--- src/rtl/hazard_ctrl.sv ---
// hazard_ctrl: stall/flush scheduler and PC redirect owner for the 5-stage pipe.
// Optional perf counters are compiled in with `define HAZARD_PERF_EN.
//
// Ports:
//   clk, reset        clock, synchronous active-high reset
//   ireq_busy         instruction fetch outstanding
//   dreq_valid        MEM stage holds a load/store request
//   dresp_ok          data memory response this cycle
//   mc_start, mc_len  EX begins a multi-cycle op of mc_len total cycles
//   load_use          ID depends on the load currently in EX
//   redirect_req/pc   EX resolved a mispredict/jump and its target
//   stallF/D/E/M      hold PC, IF/ID, ID/EX, EX/MEM
//   flushD/E/M        bubble into IF/ID, ID/EX, MEM/WB
//   pc_sel, pc_target PC load request and its address
//   perf_stall_cyc    (HAZARD_PERF_EN) cycles with stallF
//   perf_flush_cnt    (HAZARD_PERF_EN) cycles with flushE
module hazard_ctrl #(
    parameter int PC_W = 64,
    parameter int MC_W = 6
) (
    input  logic            clk,
    input  logic            reset,
    input  logic            ireq_busy,
    input  logic            dreq_valid,
    input  logic            dresp_ok,
    input  logic            mc_start,
    input  logic [MC_W-1:0] mc_len,
    input  logic            load_use,
    input  logic            redirect_req,
    input  logic [PC_W-1:0] redirect_pc,
    output logic            stallF,
    output logic            stallD,
    output logic            stallE,
    output logic            stallM,
    output logic            flushD,
    output logic            flushE,
    output logic            flushM,
    output logic            pc_sel,
    output logic [PC_W-1:0] pc_target
`ifdef HAZARD_PERF_EN
    ,
    output logic [63:0]     perf_stall_cyc,
    output logic [63:0]     perf_flush_cnt
`endif
);

    typedef enum logic {
        IDLE,
        DWAIT
    } memState_t;

    memState_t       state;
    memState_t       stateNext;
    logic [MC_W-1:0] mcCnt;
    logic            pendValid;
    logic [PC_W-1:0] pendPc;

    logic memStall;
    logic mcBusy;
    logic pendFire;

    // The first cycle of a missing response already stalls; in DWAIT the
    // response cycle itself releases the pipe.
    always_comb begin
        memStall = 1'b0;
        unique case (state)
            IDLE:    memStall = dreq_valid & ~dresp_ok;
            DWAIT:   memStall = ~dresp_ok;
            default: memStall = 1'b0;
        endcase
    end

    assign mcBusy = (mcCnt != '0);

    // A latched redirect waits for fetch to go idle and for the pipe to move;
    // a fresh redirect in the same cycle supersedes it.
    assign pendFire = pendValid & ~ireq_busy & ~memStall & ~mcBusy
                    & ~redirect_req;

    always_ff @(posedge clk) begin
        if (reset) begin
            state <= IDLE;
        end else begin
            state <= stateNext;
        end
    end

    always_comb begin
        stateNext = state;
        unique case (state)
            IDLE:    if (dreq_valid && !dresp_ok) stateNext = DWAIT;
            DWAIT:   if (dresp_ok) stateNext = IDLE;
            default: stateNext = IDLE;
        endcase
    end

    always_comb begin
        stallF    = 1'b0;
        stallD    = 1'b0;
        stallE    = 1'b0;
        stallM    = 1'b0;
        flushD    = 1'b0;
        flushE    = 1'b0;
        flushM    = 1'b0;
        pc_sel    = 1'b0;
        pc_target = '0;
        if (reset) begin
            pc_target = '0;
        end else if (memStall) begin
            stallF = 1'b1;
            stallD = 1'b1;
            stallE = 1'b1;
            stallM = 1'b1;
            flushM = 1'b1;
        end else if (mcBusy) begin
            stallF = 1'b1;
            stallD = 1'b1;
            stallE = 1'b1;
            flushM = 1'b1;
        end else if (redirect_req) begin
            flushD = 1'b1;
            flushE = 1'b1;
            if (!ireq_busy) begin
                pc_sel    = 1'b1;
                pc_target = redirect_pc;
            end
        end else if (pendFire) begin
            pc_sel    = 1'b1;
            pc_target = pendPc;
        end else if (load_use) begin
            stallF = 1'b1;
            stallD = 1'b1;
            flushE = 1'b1;
        end else if (ireq_busy) begin
            stallF = 1'b1;
            flushD = 1'b1;
        end
    end

    always_ff @(posedge clk) begin
        if (reset) begin
            mcCnt     <= '0;
            pendValid <= 1'b0;
            pendPc    <= '0;
        end else if (!memStall) begin
            // mc_start is only sampled once EX is free and memory is not
            // holding the pipe, so a start held through DWAIT lands here.
            if (mcBusy) begin
                mcCnt <= mcCnt - MC_W'(1);
            end else if (mc_start && mc_len > MC_W'(1)) begin
                mcCnt <= mc_len - MC_W'(1);
            end
            if (!mcBusy) begin
                if (redirect_req) begin
                    pendValid <= ireq_busy;
                    if (ireq_busy) begin
                        pendPc <= redirect_pc;
                    end
                end else if (pendFire) begin
                    pendValid <= 1'b0;
                end
            end
        end
    end

`ifdef HAZARD_PERF_EN
    always_ff @(posedge clk) begin
        if (reset) begin
            perf_stall_cyc <= '0;
            perf_flush_cnt <= '0;
        end else begin
            if (stallF) perf_stall_cyc <= perf_stall_cyc + 64'd1;
            if (flushE) perf_flush_cnt <= perf_flush_cnt + 64'd1;
        end
    end
`endif

endmodule

--- config.mk ---
export PLATFORM = sky130hd
export DESIGN_NAME = hazard_ctrl
export DESIGN_NICKNAME = d
export VERILOG_FILES = /design/src/rtl/hazard_ctrl.sv
export SDC_FILE = /design/constraint.sdc
export NUM_CORES = 1
export LEC_CHECK = 0
export CORE_ASPECT_RATIO = 1.25
export CORE_MARGIN = 5
export CORE_UTILIZATION = 40
export CTS_BUF_LIST = sky130_fd_sc_hd__clkbuf_4 sky130_fd_sc_hd__clkbuf_8 sky130_fd_sc_hd__clkbuf_16
export CTS_CLUSTER_SIZE = 20
export DETAILED_ROUTE_END_ITERATION = 10
export PLACE_DENSITY = 0.86
export RECOVER_POWER = 25
export SYNTH_ARGS = -nofsm -noshare
export SYNTH_HDL_FRONTEND = slang
export SYNTH_SLANG_ARGS = --single-unit
export TNS_END_PERCENT = 10
--- constraint.sdc ---
create_clock -name clk -period 3.15 [get_ports clk]
set_clock_uncertainty 0.2 [all_clocks]
set_input_delay 0.63 -clock clk [delete_from_list [all_inputs] [get_ports clk]]
set_output_delay 0.63 -clock clk [all_outputs]
set_load 0.03 [all_outputs]
Word-level counts from Yosys, hierarchy flattened
Index checks and enable logic that the tools add are counted.
{"block": "word_totals", "register_bits": 72, "input_bits": 78, "out_inout_bits": 72, "wordCells": 75}
{"block": "classes", "addsub": 2, "magnitude_cmp": 1, "n_mux": 48, "bitwise_logic": 11, "reduce_logical": 9}
{"cell": "$mux W64", "count": 6}
{"cell": "$mux W1", "count": 38}
{"cell": "$mux W6", "count": 2}
{"cell": "$sub A6 B1 Y6 const B", "count": 2}
{"cell": "$gt A6 B1 Y1 const B", "count": 1}
{"cell": "$not A1 Y1", "count": 6}
{"cell": "$reduce_bool A6 Y1", "count": 1}
{"cell": "$and A1 B1 Y1", "count": 5}
{"cell": "$pmux W1 S2", "count": 2}
{"cell": "$reduce_and A4 Y1", "count": 1}
{"cell": "$reduce_bool A2 Y1", "count": 2}
{"cell": "$reduce_and A3 Y1", "count": 1}
{"cell": "$logic_and A1 B1 Y1", "count": 2}
{"cell": "$reduce_and A2 Y1", "count": 1}
{"cell": "$logic_not A1 Y1", "count": 1}

Depth between registers and ports, before layout
Gate-level depths: netlist of run 1.
{"block": "logic_depth", "depth_word": 12, "mapped_depth": 8, "depth_no_buf": 6}

Least setup slack after synthesis of run 1
No wires, ideal clock.
{"block": "synth_timing", "path_type": "register -> output", "from": "reg mcCnt[0]", "to": "out flushE", "arrival_time_ns": 2.308, "t_required_ns": 2.320, "setup_slack_ns": 0.012, "stages_incl_launch_ff": 8, "n_path_buf": 1, "cell_sequence": "dfxtp_1 inv_1 ha_1 or3b_4 nor3_4 nand2b_1 buf_6 nor3_1"}
{"block": "synth_between", "elab_chain_cells": 9}
{"element": "start, declared", "line": "54", "rtl": "logic [MC_W-1:0] mcCnt;"}
{"element": "start signal, assigned", "line": "149", "rtl": "mcCnt <= mcCnt - MC_W'(1);"}
{"element": "start signal, assigned", "line": "151", "rtl": "mcCnt <= mc_len - MC_W'(1);"}
{"element": "$reduce_bool A6 Y1 (*)", "line": "73", "rtl": "assign mcBusy = (mcCnt != '0);"}
{"element": "$not A1 Y1 (no line)"}
{"element": "$and A1 B1 Y1", "line": "77", "rtl": "assign pendFire = pendValid & ~ireq_busy & ~memStall & ~mcBusy"}
{"element": "$and A1 B1 Y1", "line": "78", "rtl": "& ~redirect_req;"}
{"element": "$mux W1", "line": "127", "rtl": "end else if (pendFire) begin"}
{"element": "$mux W1", "line": "120", "rtl": "end else if (redirect_req) begin"}
{"element": "$mux W1 (*)", "line": "115", "rtl": "end else if (mcBusy) begin"}
{"element": "$mux W1 (*)", "line": "109", "rtl": "end else if (memStall) begin"}
{"element": "$mux W1 (*)", "line": "107", "rtl": "if (reset) begin"}
{"element": "end, declared", "line": "36", "rtl": "output logic flushE,"}
Every way passes the cells marked *; elsewhere a longest branch is shown, timed or not.

Worst setup path in the final report of run 1
{"block": "layout_timing", "from": "reg mcCnt[1]", "to": "out pc_target[21]"}
{"block": "layout_between", "elab_chain_cells": 9}
{"element": "$reduce_bool A6 Y1 (*)", "line": "73"}
{"element": "$not A1 Y1 (no line)"}
{"element": "$and A1 B1 Y1", "line": "77"}
{"element": "$and A1 B1 Y1", "line": "78"}
{"element": "$mux W64", "line": "127"}
{"element": "$mux W64", "line": "120"}
{"element": "$mux W64 (*)", "line": "115"}
{"element": "$mux W64 (*)", "line": "109"}
{"element": "$mux W64 (*)", "line": "107"}
{"element": "end, declared", "line": "39", "rtl": "output logic [PC_W-1:0] pc_target"}
Marks and branches as above.

==> results.cfg, run 1 <==
[placement]
place.gp.congestion = 0.879
dp_cells = 776
post-dp-hpwl_microns = 8190
pre_cts_ws_ns = -0.130
port_buffers = 149

[grt]
grt_pass1_vias = 4094
grt_pass1_wl_microns = 19200
grt_max_degree = 41
grt_remaining_overflow = 0
track_usage_pct = 19.4
antenna_found_initial = 0

[cts]
path_clk_slew_ns = 0.06
holdBufCountCts = 0
cts_root_buffer = clkbuf_16
cts_max_path_buffers = 2
cts_made_buffers = 9
numClockSinks = 72
htreeDepth = 3
clock_latency_ns = 0.32
cts_tree = built

[cells_and_area]
layout.cells.non_filler = 807
nets = 758
final_cell_mix = nand2_1, buf_4, clkdlybuf4s50_1, a21oi_1, dfxtp_1
seq_area_sq_um = 1450
layout_commonest_cell = nand2_1
drive_above_1_share_pct = 22.8
antennaDiodeCount = 0
fillers = 776
multiInputGateArea_sq_um = 2190
final_util_pct = 62.1
area.growth.synth_to_final_pct = 53.5

[setup_path]
arrival_ns = 2.24
end_kind = output pin
reg2reg_depth = 8
cp.required_ns = 2.32
critPathKind = reg -> out
start_kind = flip-flop
crit_path_max_fanout = 6

[sta]
finalHoldViolCount = 0
slew_headroom_pct = 55.1
fin_crit_sh_pct = 97.3
setup_ws_ns = 0.0844
max_freq_mhz = 326
finalSetupViolCount = 0
worst-slew-pin-transition_ns = 0.668
drv_slew = 0
period_minus_slack_ns = 3.07
hold-worst-slack_ns = 0.252
rsz0062_at_grt = yes

[synthesis]
synthTopCellsByArea = dfxtp_1, nand2_1, a22oi_1, a21oi_1, nor2_1
synth_xor_area_share_pct = 0.683
synth_async_sr_flop_share_pct = 0
synth_flop_cell = dfxtp_1
yosys_warnings = 0
avgSynthCellArea_sq_um = 7.31
netlist.top_cell.by_area = dfxtp_1
synth_compound_area_share_pct = 26.6
synth_cells = 526
synth_edf_count = 0
netlist_area_sq_um = 3850
synth_mux_area_share_pct = 0.260
yosys.area_share.simple_pct = 26.2
ys_types = 50
yosysSeqAreaShare_pct = 37.5
syn-num-nets = 608
synth_top_family_by_area = compound AO/OA/AOI/OAI gates
synth_fa_ha_area_share_pct = 1.30
ys_ff_latch = 72
netlist.area_leader.share_pct = 37.5

[pwr]
ir_drop_v = 0.000345
leakagePower_nw = 2.15
p_per_area_nw_per_um2 = 621

[floorplan]
coreArea_sq_um = 9510
die_w_microns = 97.7
die-area_sq_um = 11700
die-height_microns = 120
row_count = 40
ios = 150
start_util_pct = 40.5

[route]
wirelength_microns = 12000
route.detailed.drc = 0
route.detailed.wl_per_inst_microns = 14.8
dr.pass1.iters = 5
drt-initial-drc-count = 211
route.vias.total = 4349
drtAntennaViolNets = 0
vias_per_cell = 5.39

[status]
status = finished clean

[hold_path]
hold_depth = 2
min_path_type = reg -> reg

[flow_run]
maxCapViolCount = 0
==> final timing paths <==
kind / from / end / slack, ns
hold / removal: pendPc[57]$_SDFFE_PP0P_ / pendPc[57]$_SDFFE_PP0P_ / 0.25
hold reg to reg: pendPc[57]$_SDFFE_PP0P_ / pendPc[57]$_SDFFE_PP0P_ / 0.25
setup reg to reg: mcCnt[1]$_SDFFE_PP0P_ / pendPc[25]$_SDFFE_PP0P_ / 0.93
setup / recovery: mcCnt[1]$_SDFFE_PP0P_ / pc_target[21] / 0.08
==> per-layer routing <==
metal / global-route usage (%) / routed length [microns] / share of wire [%] / vias up
li1: - / - / - / 2122
met2: 33.6 / 6160 / 52 / 185
met4: 8.66 / 328 / 2.7 / 0
met5: 0 / 0 / 0 / -
met1: 22.5 / 4670 / 39 / 2006
met3: 4.77 / 788 / 6.6 / 36
==> state kept, by name (all words and copies together), names as in the netlist <==
name,count
mcCnt,6
pendPc,64
state,1
pendValid,1
==> through the flow <==
stage / area, sq um / setup TNS [ns] / power [mW]
after floorplan: 3850 / 0 / 1.99
after global placement: 5310 / -2.38 / 2.36
after detailed placement: 5310 / -4.71 / 2.40
after CTS: 5910 / 0 / 3.64
after global routing: 5910 / -0.222 / 3.87
final: 5910 / 0 / 3.67
==> critical path: stages, from the launching register on <==
cell,delay [ns]
dfxtp_4,0.35
inv_4,0.06
ha_4,0.12
or3b_4,0.41
nor4_4,0.19
buf_6,0.18
buf_12,0.11
buf_12,0.11
a22oi_2,0.05
nor2_2,0.14
buf_4,0.18
==> power breakdown <==
part / switching (mW) / leakage [nW] / total, mW / internal [mW]
logic: 0.799 / 1.40 / 1.39 / 0.586
registers: 0.0965 / 0.585 / 1.13 / 1.03
clock network: 0.379 / 0.166 / 1.15 / 0.774
total: 1.27 / 2.15 / 3.67 / 2.39
==> layout make-up <==
cell class,instances,share of cell area [%]
Multi-Input combinational cell,401,37.0
Timing Repair Buffer,184,29.3
Sequential cell,72,24.5
Clock buffer,9,3.81
Tap cell,126,2.67
Clock inverter,7,2.03
Inverter,8,0.593
==> Yosys cell counts, types with 2 or more instances <==
master / n
nand2_1: 131
a21oi_1: 72
dfxtp_1: 72
a22oi_1: 64
nor2_1: 64
clkbuf_1: 22
buf_2: 10
nor2_2: 10
buf_6: 8
inv_1: 8
nor3_1: 6
buf_4: 4
ha_1: 4
a211o_1: 3
nand2b_1: 3
a211oi_1: 2
nand3_1: 2
nor2b_1: 2
o21ai_0: 2
o21bai_1: 2
o22ai_1: 2
o31ai_1: 2
or2_2: 2
or4_1: 2
xor2_1: 2
==> cell families (layout without fill, tap and decap cells) <==
family          count (synthesis)  in the layout
compound gates                159            159
xor+xnor                        3              3
fa+ha+maj                       4              4
buf+inv                        53            208
flops                          72             72
mux                             1              1
simple gates                  234            234
==> what timing repair did <==
action                     4_1_cts  5_1_grt
setup endpoints to repair       70       48
pin swaps                       11        1
buffers inserted                10        4
cloned                           3        0
resized for setup               30        7
(Power assumes the default switching activity.)
==> run 2: changes to the inputs <==
--- a/config.mk
+++ b/config.mk
@@ -11,8 +11,7 @@
 export CTS_BUF_LIST = sky130_fd_sc_hd__clkbuf_4 sky130_fd_sc_hd__clkbuf_8 sky130_fd_sc_hd__clkbuf_16
 export CTS_CLUSTER_SIZE = 20
 export DETAILED_ROUTE_END_ITERATION = 10
-export PLACE_DENSITY = 0.86
-export RECOVER_POWER = 25
+export PLACE_DENSITY_LB_ADDON = 0.25
 export SYNTH_ARGS = -nofsm -noshare
 export SYNTH_HDL_FRONTEND = slang
 export SYNTH_SLANG_ARGS = --single-unit
==> run 2 against run 1 <==
Effect of this change: the run now ends with negative setup slack left; clock power is 6% lower; sequential share of layout area is 0.80 points lower; combinational power hardly changed; first-iteration DRC count is 15% lower; sequential cell count stayed put; sequential power hardly changed; critical endpoint is now pc_target[55]; routed wire length is 5.1% higher; worst setup slack worse by 0.088 ns; die area stayed put; power is 1.7% lower; register-to-register slack better by 0.12 ns.
==> results.cfg, run 2 (synthesized netlist as in run 1, its figures left out) <==
[cells_and_area]
final_cell_mix = nand2_1, clkdlybuf4s50_1, a21oi_1, dfxtp_1, buf_4
nets = 759
largest_reg_flops = 64
fillers = 843
antennaDiodeCount = 0
reg_top3 = pendPc: 64 flops, mcCnt: 6 flops
area.growth.synth_to_final_pct = 58.7
drive_above_1_share_pct = 23.9
final_cell_area_sq_um = 6110
multiInputGateArea_sq_um = 2220
layout_commonest_cell = nand2_1
regMostFlops = pendPc
seq_area_sq_um = 1450

[grt]
grt_remaining_overflow = 0
grt_max_degree = 65
track_usage_pct = 20.4
antenna_found_initial = 0
grt_pass1_wl_microns = 20000
grt_pass1_vias = 4170

[setup_path]
r2r-start = mcCnt[0]$_SDFFE_PP0P_
start_kind = flip-flop
endpoint = pc_target[55]
crit_path_max_fanout = 8
critPathKind = reg -> out
r2r_slack_ns = 1.05
reg2reg_depth = 7
arrival_ns = 2.32
r2r_end = pendPc[36]$_SDFFE_PP0P_
end_kind = output pin
cp.required_ns = 2.32
cp-startpoint = mcCnt[0]$_SDFFE_PP0P_

[pwr]
leakagePower_nw = 2.21
clkPwrFrac_pct = 29.8
p_per_area_nw_per_um2 = 591
ir_drop_v = 0.000363
power_switching_mw = 1.26
sw_frac_of_total_pct = 34.8
power_mw = 3.61
pwr-share-comb_pct = 39.1
seq_power_share_pct = 31.1
internal_power_mw = 2.35

[cts]
cts_made_buffers = 9
numClockSinks = 72
cts_tree = built
htreeDepth = 3
cts_max_path_buffers = 2
cts_root_buffer = clkbuf_16
clock_latency_ns = 0.32
path_clk_slew_ns = 0.06
holdBufCountCts = 0

[route]
dr.pass1.iters = 5
wirelength_microns = 12600
route.vias.total = 4342
drt-initial-drc-count = 180
route.detailed.wl_per_inst_microns = 15.6
route.detailed.drc = 0
drtAntennaViolNets = 0
vias_per_cell = 5.38

[sta]
worst-slew-pin-transition_ns = 0.580
period_minus_slack_ns = 3.15
finalSetupViolCount = 2
rsz0062_at_grt = yes
finalHoldViolCount = 0
max_freq_mhz = 317
setup_ws_ns = -0.00391
slew_headroom_pct = 61.0
fin_crit_sh_pct = 100
drv_slew = 0

[floorplan]
ios = 150
start_util_pct = 40.5
die-height_microns = 120
coreArea_sq_um = 9510
row_count = 40
die_w_microns = 97.7
die-area_sq_um = 11700

[placement]
port_buffers = 149
place.gp.congestion = 0.799
place_area_sq_um = 5320
post-dp-hpwl_microns = 7760

[status]
status = finished, violations left
violations = negative setup slack

[flow_run]
maxCapViolCount = 0

[hold_path]
min_path_type = reg -> reg
[run 2: repair_timing]
| item | CTS | global route |
|---|---|---|
| pin swaps | 11 | 8 |
| cloned | 7 | 1 |
| buffers inserted | 13 | 4 |
| resized for setup | 42 | 21 |
| hold endpoints to repair | 0 | 0 |
| setup endpoints to repair | 69 | 68 |
[run 2: worst min path at each step]
| stage | start | to | cells after the start |
|---|---|---|---|
| final | pendPc[56]$_SDFFE_PP0P_ | pendPc[56]$_SDFFE_PP0P_ | 2 |
| after global placement | pendPc[56]$_SDFFE_PP0P_ | pendPc[56]$_SDFFE_PP0P_ | 2 |
| after detailed placement | pendPc[28]$_SDFFE_PP0P_ | pendPc[28]$_SDFFE_PP0P_ | 2 |
| after global routing | pendPc[56]$_SDFFE_PP0P_ | pendPc[56]$_SDFFE_PP0P_ | 2 |
| after floorplan | pendPc[0]$_SDFFE_PP0P_ | pendPc[0]$_SDFFE_PP0P_ | 2 |
| after CTS | pendPc[56]$_SDFFE_PP0P_ | pendPc[56]$_SDFFE_PP0P_ | 2 |
[run 2: power groups by stage]
| stage | registers, mW | clock network (mW) | logic, mW |
|---|---|---|---|
| after floorplan | 1.11 | 0 | 0.883 |
| after global placement | 1.12 | 0 | 1.27 |
| after detailed placement | 1.13 | 0 | 1.30 |
| after CTS | 1.12 | 1.09 | 1.36 |
| after global routing | 1.14 | 1.13 | 1.53 |
| final | 1.12 | 1.08 | 1.41 |
[run 2: area by class of cell]
| class | instances | area share (%) |
|---|---|---|
| sequential | 72 | 23.7 |
| clock inverter | 5 | 1.33 |
| inverter | 8 | 0.574 |
| multi-input combinational | 401 | 36.4 |
| clock buffer | 10 | 3.91 |
| timing repair buffer | 185 | 31.5 |
| tap | 126 | 2.58 |
[run 2: per-stage QoR]
stage | hold WS, ns | worst slack (ns) | std cells | util (%) | TNS (ns)
final | 0.252 | -0.00391 | 807 | 64.2 | -0.00456
after detailed placement | 0.247 | -0.145 | 772 | 55.9 | -4.43
after floorplan | 0.236 | 0.0120 | 526 | - | 0
after CTS | 0.254 | -0.0469 | 804 | 63.4 | -0.686
after global placement | 0.241 | -0.146 | 772 | 55.9 | -4.29
after global routing | 0.264 | -0.0926 | 807 | 64.2 | -2.42
[run 2: layer usage]
layer	wire, microns	GRT usage, %	vias to the layer above
li1	-	-	2120
met1	4860	23.1	2066
met2	6830	37.6	138
met3	641	4.36	18
met4	231	7.01	0
met5	0	0	-
[run 2: critical path: stages (launching register included)]
cell and delay (ns):
dfxtp_4 0.36, inv_4 0.06, ha_4 0.13, or3b_4 0.41, nor4_4 0.15, buf_6 0.14, buf_6 0.10, buf_8 0.14
clkbuf_16 0.16, a22oi_1 0.06, nor2_1 0.11, buf_4 0.17
==> run 3: changes to the inputs <==
--- a/config.mk
+++ b/config.mk
@@ -5,9 +5,11 @@
 export SDC_FILE = /design/constraint.sdc
 export NUM_CORES = 1
 export LEC_CHECK = 0
+export ABC_AREA = 1
+export CAP_MARGIN = 20
 export CORE_ASPECT_RATIO = 1.25
 export CORE_MARGIN = 5
-export CORE_UTILIZATION = 40
+export CORE_UTILIZATION = 24
 export CTS_BUF_LIST = sky130_fd_sc_hd__clkbuf_4 sky130_fd_sc_hd__clkbuf_8 sky130_fd_sc_hd__clkbuf_16
 export CTS_CLUSTER_SIZE = 20
 export DETAILED_ROUTE_END_ITERATION = 10
==> run 3 against run 2 <==
Effect of this change: first-iteration DRC count is 23% higher; critical endpoint is now pc_target[5]; the flow now finishes without violations; core utilization decreased by 28 points; non-clock buffer count grew 3; combinational power shrank 9%; fmax up 1.3%; die area grew 78%; register-to-register slack worse by 0.23 ns; worst hold slack gained 0.0090 ns.
==> results.cfg, run 3 <==
[status]
status = finished clean

[setup_path]
r2r_end = pendPc[11]$_SDFFE_PP0P_
end_kind = output pin
cp-startpoint = redirect_req
r2r-start = mcCnt[0]$_SDFFE_PP0P_
crit_path_cell_trace = clkdlybuf4s50_1 -> nor3_4 -> buf_6 -> buf_12 -> clkbuf_16 -> nand2_4 -> a21oi_2 -> buf_6
critPathKind = in -> out
cpMaxStageDelayCell = clkdlybuf4s50_1
arrival_ns = 2.28
crit_buf_inv = 5
reg2reg_depth = 9
r2r_slack_ns = 0.82
cp.depth = 8
cp.required_ns = 2.32
crit_top_cell = buf_6
endpoint = pc_target[5]
cpPeakStageDelay_ns = 0.54
start_kind = input port
path_delay_family = buffers and inverters
crit_path_max_fanout = 8

[route]
drtAntennaViolNets = 0
vias_per_cell = 4.57
dr.pass1.iters = 4
route.detailed.wl_per_inst_microns = 14.8
drt-initial-drc-count = 221
route.detailed.drc = 0
wirelength_microns = 14900
route.vias.total = 4612

[synthesis]
synth_edf_count = 0
yosysSeqAreaShare_pct = 33.3
syn-num-nets = 712
synth_async_sr_flop_share_pct = 0
netlist_area_sq_um = 4330
synth_cells = 630
yosys_warnings = 0
synthTopCellsByArea = dfxtp_1, nand2_1, a21oi_2, a21oi_1, nand3_1
avgSynthCellArea_sq_um = 6.88
synth_common_cells = nand2_1, a21oi_1, nand3_1, dfxtp_1
synth_flop_cell = dfxtp_1
synth.most_common_cell = nand2_1
ys_ff_latch = 72
ys_types = 27
netlist.area_leader.share_pct = 33.3
netlist.top_cell.by_area = dfxtp_1

[floorplan]
coreArea_sq_um = 18000
die-area_sq_um = 20900
die_w_microns = 130
start_util_pct = 24.1
ios = 150
die-height_microns = 160
row_count = 55

[cts]
cts_made_buffers = 9
cts_tree = built
path_clk_slew_ns = 0.06
numClockSinks = 72
htreeDepth = 3
holdBufCountCts = 0
cts_root_buffer = clkbuf_16
cts_max_path_buffers = 2
clock_latency_ns = 0.33

[cells_and_area]
fillers = 1916
reg_top3 = pendPc: 64 flops, mcCnt: 6 flops
final_util_pct = 36.5
nets = 860
layout_commonest_cell = nand2_1
layout.cells.non_filler = 1009
regMostFlops = pendPc
final_cell_area_sq_um = 6560
drive_above_1_share_pct = 31.5
largest_reg_flops = 64
antennaDiodeCount = 0
area.growth.synth_to_final_pct = 51.5
final_cell_mix = nand2_1, buf_4, nand3_1, a21oi_1, clkdlybuf4s50_1

[hold_path]
min_path_type = reg -> reg
hp-start = pendPc[57]$_SDFFE_PP0P_

[placement]
post-dp-hpwl_microns = 9790
place_area_sq_um = 5980
place.gp.congestion = 0.720
dp_cells = 984
port_buffers = 149

[pwr]
ir_drop_v = 0.000255
p_per_area_nw_per_um2 = 511
leakagePower_nw = 2.39

[sta]
drv_slew = 0
finalSetupTns_ns = 0
period_minus_slack_ns = 3.11
max_freq_mhz = 321
finalHoldViolCount = 0
worst-slew-pin-transition_ns = 0.627
hold-worst-slack_ns = 0.262
fin_crit_sh_pct = 98.8
finalSetupViolCount = 0
slew_headroom_pct = 58.2

[grt]
grt_pass1_wl_microns = 23300
track_usage_pct = 13.9
grt_remaining_overflow = 0
antenna_found_initial = 0
grt_pass1_vias = 4545
grt_max_degree = 55

[flow_run]
maxCapViolCount = 0
run 3: metal layers:
metal / vias up / wire (microns) / global-route usage, %
li1: 2368 / - / -
met1: 2121 / 6340 / 16.9
met2: 112 / 7630 / 24.2
met3: 11 / 760 / 3.21
met4: 0 / 195 / 3.73
met5: - / 0 / 0
run 3: final cells by class:
| class | count | area (sq um) | share of cell area [%] |
|---|---|---|---|
| inverter | 20 | 75.1 | 1.14 |
| multi-input combinational | 487 | 2580 | 39.4 |
| tap | 228 | 285 | 4.35 |
| timing repair buffer | 188 | 1890 | 28.9 |
| clock inverter | 4 | 47.5 | 0.725 |
| clock buffer | 10 | 233 | 3.55 |
| sequential | 72 | 1440 | 22.0 |
run 3: report_power, final:
group | switching [mW] | total, mW | internal [mW]
registers | 0.0702 | 1.08 | 1.01
clock network | 0.383 | 0.993 | 0.610
logic | 0.816 | 1.28 | 0.467
run 3: worst register-to-register path, stage by stage, from the launching register on:
cell     delay, ns
dfxtp_1       0.31
inv_1         0.14
ha_1          0.22
nand3_4       0.17
nor2_4        0.24
buf_4         0.36
nand2_2       0.15
buf_12        0.22
nand2_1       0.13
a21oi_1       0.06
run 3: cell families (layout without fill, tap and decap cells):
logic type               after synthesis  in the layout  synth area share, %
AND/OR/NAND/NOR                      342            342                 35.8
XOR/XNOR                               2              2                0.404
buffers and inverters                 71            222                 8.87
flip-flops                            72             72                 33.3
AO/OA/AOI/OAI                        139            139                 20.5
adder cells (fa/ha/maj)                4              4                 1.16
run 3: worst min path at each step:
stage,endpoint,slack (ns),depth (start not counted)
2_1_floorplan,pendPc[55]$_SDFFE_PP0P_,0.24,2
3_3_place_gp,pendPc[54]$_SDFFE_PP0P_,0.25,2
3_5_place_dp,pendPc[3]$_SDFFE_PP0P_,0.25,2
4_1_cts,pendPc[3]$_SDFFE_PP0P_,0.26,2
5_1_grt,pendPc[23]$_SDFFE_PP0P_,0.29,2
6_report,pendPc[57]$_SDFFE_PP0P_,0.26,2
run 3: per-stage QoR:
step / worst slack (ns) / power [mW]
after global routing: -0.0244 / 3.59
after CTS: 0.00385 / 3.39
after detailed placement: 0.00841 / 2.36
final: 0.0378 / 3.35
after global placement: 0.0104 / 2.35
after floorplan: 0.292 / 1.91
run 3: timing repair:
action,in CTS,in global routing
setup endpoints to repair,0,68
setup buffers,0,6
gates resized for setup,0,33
